### src/rtl/qft_run_ctrl.sv
// Launch-and-capture controller for the pipelined 3-qubit QFT core.
// Optional overrun flag logic is built only when QFT_RUN_CTRL_OVERRUN_EN is defined.
module qft_run_ctrl #(
  parameter int PIPE_LAT = 4,
  parameter int W        = 6,
  parameter int NEL      = 16
) (
  input  logic               clk,
  input  logic               rst_n,
  input  logic               start,
  input  logic               clear,
  input  logic [NEL*W-1:0]   spi_in_vec,
  output logic [NEL*W-1:0]   core_in_vec,
  input  logic [NEL*W-1:0]   core_out_vec,
  output logic [NEL*W-1:0]   res_vec,
  output logic               busy,
  output logic               done,
  output logic               overrun
);

  typedef enum logic [1:0] {
    S_IDLE = 2'd0,
    S_WAIT = 2'd1,
    S_CAP  = 2'd2
  } state_t;

  localparam logic [7:0] LAST_CNT = 8'(PIPE_LAT - 1);

  state_t             r_state;
  logic [7:0]         r_cnt;
  logic [NEL*W-1:0]   r_core_in;
  logic [NEL*W-1:0]   r_res;
  logic               r_busy;
  logic               r_done;

  // clear is applied first so the CAP edge can still raise done in the same cycle
  always_ff @(posedge clk or negedge rst_n) begin
    if (!rst_n) begin
      r_state   <= S_IDLE;
      r_cnt     <= '0;
      r_core_in <= '0;
      r_res     <= '0;
      r_busy    <= 1'b0;
      r_done    <= 1'b0;
    end else begin
      if (clear) r_done <= 1'b0;
      case (r_state)
        S_IDLE: begin
          if (start) begin
            r_core_in <= spi_in_vec;
            r_cnt     <= '0;
            r_busy    <= 1'b1;
            r_done    <= 1'b0;
            r_state   <= S_WAIT;
          end
        end
        S_WAIT: begin
          r_cnt <= r_cnt + 8'd1;
          if (r_cnt == LAST_CNT) r_state <= S_CAP;
        end
        S_CAP: begin
          r_res   <= core_out_vec;
          r_done  <= 1'b1;
          r_busy  <= 1'b0;
          r_state <= S_IDLE;
        end
        default: r_state <= S_IDLE;
      endcase
    end
  end

`ifdef QFT_RUN_CTRL_OVERRUN_EN
  logic r_overrun;

  // a start while a launch is in flight is dropped but remembered here
  always_ff @(posedge clk or negedge rst_n) begin
    if (!rst_n) begin
      r_overrun <= 1'b0;
    end else if (clear) begin
      r_overrun <= 1'b0;
    end else if (start && (r_state != S_IDLE)) begin
      r_overrun <= 1'b1;
    end
  end

  assign overrun = r_overrun;
`else
  assign overrun = 1'b0;
`endif

  assign core_in_vec = r_core_in;
  assign res_vec     = r_res;
  assign busy        = r_busy;
  assign done        = r_done;

endmodule

### config.mk
export PLATFORM = sky130hd
export DESIGN_NAME = qft_run_ctrl
export DESIGN_NICKNAME = d
export VERILOG_FILES = /design/src/rtl/qft_run_ctrl.sv
export SDC_FILE = /design/constraint.sdc
export NUM_CORES = 1
export LEC_CHECK = 0
export ABC_AREA = 0
export CORE_UTILIZATION = 37
export CTS_BUF_LIST = sky130_fd_sc_hd__clkbuf_4 sky130_fd_sc_hd__clkbuf_8 sky130_fd_sc_hd__clkbuf_16
export DETAILED_ROUTE_END_ITERATION = 8
export GPL_TIMING_DRIVEN = 1
export PLACE_DENSITY_LB_ADDON = 0.08
export SYNTH_ARGS = -nofsm -noshare
export SYNTH_HDL_FRONTEND = slang
export SYNTH_SLANG_ARGS = --single-unit
### constraint.sdc
create_clock -name clk -period 2 [get_ports clk]
set_clock_uncertainty 0.05 [all_clocks]
set_input_delay 0.3 -clock clk [delete_from_list [all_inputs] [get_ports clk]]
set_output_delay 0.3 -clock clk [all_outputs]
set_load 0.05 [all_outputs]
==> results.txt <==
The run finished with clean final reports. The area of the core came out at 0.0213 mm^2. Clock-pin slew was measured on the worst setup and hold paths at around 0.060 ns. Across the whole layout, storage elements account for approximately 0.0051 mm^2. In the final layout, the multi-input gates occupy 0.00276 mm^2. In this run the remaining antenna-violating nets after routing total 0. The maximum number of pins on one net before global-route repair is 55.

The overall routing resource usage is a little under a fifth. The synthesized instance count is roughly 470. Based on the critical path, the design can be clocked at up to 0.520 GHz.

The longest clock path from root to sink contains 3 buffers. The die extent in y is about 150 um. The distinct cell type count after synthesis came out at 32. The total detailed-routing wirelength came out at roughly 22 mm. The required time at the endpoint of the critical path came out at 2.31 ns.

The max-capacitance violation count is 0. The effective utilization at floorplan came out at between 30% and 40%. The via count of the first global-routing pass is ~5800.

For the worst setup path, the data arrival time is around 2.2 ns. Port buffering added between 300 and 400 buffers. The area of all placed cells without fillers is roughly 0.013 mm^2.

The post-synthesis average cell area came out at roughly 17 um^2. Setup repair after global routing left no endpoint under its margin. The number of search-and-repair iterations in the first detailed-routing pass is 4. The sequential cell area fraction in the yosys report is 62.8%. The count of unresolved DRC violations after routing came out at 0. The standard-cell row count is 53.

The initial antenna violation count came out at 2. Along the worst path, the maximum fanout reaches 5. The area of the die is 0.0226 mm^2.

The worst-case IR drop observed on VDD is 0.515 mV. The total design power is ~9.7 mW. The area of the mapped netlist is ~0.0081 mm^2. At the pin with the least slew margin, the transition time is around 0.56 ns.

Synthesis produced a netlist with a net count of between 600 and 700. The HPWL after detailed placement is 16.6 mm. The TritonCTS clock tree is yes. TritonCTS created 22 clock buffers. The post-synthesis sequential element count came out at just over 200. The clock latency on the worst-skew pair came out at 0.49 ns. Adding up every negative setup slack in the final design gives 0 ns.

The library cell used most frequently in the layout, excluding fill and tap cells, is dfrtp_1. The number of top-level pins came out at ~390. The first global-routing pass estimated around 33 mm of wire. In the layout the commonest cells are dfrtp_1, clkdlybuf4s50_1, dlygate4sd2_1. The setup-violating endpoint count in the final report came out at 0. The worst setup path is captured at a register.

The ratio of final minimum period to clock period is ~96%. The total count of max-transition violations in the final report is 0. The number of nets in the layout came out at roughly 1100.

Summed over all instances, the cell type with the most area after synthesis is dfrtp_1. After detailed routing, the number of vias per cell comes to around 4.6. The clock tree root driver cell is clkbuf_16. The relative slew slack is between 60% and 70%.

The number of inserted filler cells in the final layout is approximately 1700. The congestion estimate from routability-driven global placement came to between 0.7 and 0.8. The ratio of total power to cell area is 750 mW/mm^2. In this run the cell area measured after placement is between 0.01 and 0.015 mm^2. In this run the worst hold path is classified as in -> async.

The kind of critical path is reg -> reg. The global route total overflow is 0. The area added between synthesis and finish came out at 58.7%. Yosys attributes the largest share of cell area to dfrtp_1, mux2_4, mux2_2. The final hold slack came out at 0.242 ns.

The depth of the CTS H-tree came out at 1. The horizontal die dimension is 150 um. The worst reg-to-reg path cell count is 4. The hold violation count in the final report was 0.

The final critical path time including I/O delays and setup came out at between 1.5 and 2 ns. STA classifies the critical path startpoint as a register. For this design the static power due to leakage is a little over 7 nW. The post-CTS setup-driven buffer insertion count is 0. The share of cells above drive strength 1 came out at 29.5%. The post-detailed-route wirelength per cell is 18.5 um. After synthesis, the largest area contributor takes up between 60% and 70% of total cell area. The total number of yosys warnings came out at 0. The count of clock tree sinks is just over 200. The routed layout has about 5400 vias. After the first detailed-routing iteration, the DRC count stood at 86.
==> final cells by class <==
cell class	count	share of cell area, %
sequential	204	39.6
timing repair buffer	409	30.3
multi-input combinational	237	21.4
clock buffer	28	4.94
tap	275	2.67
clock inverter	11	1.06
inverter	2	0.0582
antenna	2	0.0388
==> cell families (layout without fill, tap and decap cells) <==
family	after synthesis	in the layout	synth area share [%]
mux	194	194	30.8
buf+inv	26	450	3.35
other cells	1	3	0.0461
simple gates	29	29	1.95
fa+ha+maj	1	1	0.154
compound gates	12	12	0.954
flops	204	204	62.8
==> power breakdown <==
| part | total [mW] | switching (mW) | internal [mW] |
|---|---|---|---|
| Clock | 4.25 | 1.61 | 2.64 |
| Combinational | 1.15 | 0.584 | 0.563 |
| Sequential | 4.28 | 0.0566 | 4.23 |
==> layer usage <==
metal | up-vias | track usage, % | part of all wire (%)
met4 | 0 | 6.21 | 2.8
met5 | - | 0 | 0
li1 | 2478 | - | -
met1 | 2644 | 21.8 | 37
met2 | 253 | 34.0 | 52
met3 | 42 | 5.00 | 8.2
==> cells in the mapped netlist (all sizes together) <==
cell,n
a21oi,1
and2,1
buf,23
clkbuf,1
conb,1
dfrtp,204
ha,1
inv,2
mux2,192
mux2i,2
nand2,9
nand2b,2
nand3,4
nor2,2
nor2b,4
nor3,1
nor3b,1
nor4,2
o211ai,2
o21ai,4
o21bai,2
o22ai,1
o311ai,1
o31ai,1
or3b,1
or4,1
or4b,1
==> timing repair <==
action / 4_1_cts / 5_1_grt
pin swaps: 0 / 0
hold endpoints to repair: 72 / 0
gates resized for setup: 178 / 7
hold buffers: 1 / 0
setup endpoints to repair: 178 / 7
==> critical path: stages (launching register included) <==
cell and delay [ns]:
dfrtp_1 0.39, ha_1 0.26, or4b_2 0.61, nor4_1 0.33, o21ai_0 0.15
==> path summary, 6_finish.rpt <==
path	start	to	slack [ns]
max	r_cnt[0]	r_state[0]	0.08
min	rst_n	res_vec[27]	0.24
max reg2reg	r_cnt[0]	r_state[0]	0.08
min reg2reg	r_cnt[7]	r_cnt[7]	0.44
max in group asynchronous	rst_n	res_vec[88]	1.00
min in group clk	spi_in_vec[79]	core_in_vec[79]	0.36
==> flip-flops by register name (all words and copies together) (netlist names) <==
name and count:
r_state 2, res_vec 96, core_in_vec 96, r_cnt 8, done 1, busy 1
==> stage by stage <==
step | setup WS (ns) | std cells | utilization, %
finish | 0.0757 | 1168 | 60.6
global route | 0.0262 | 1167 | 60.6
CTS | 0.000312 | 1166 | 60.5
detailed placement | 0.0244 | 1126 | 57.9
global placement | 0.0377 | 1126 | 57.9
floorplan | 0.384 | 467 | -
Note: power is estimated with default switching activity, not from simulation.
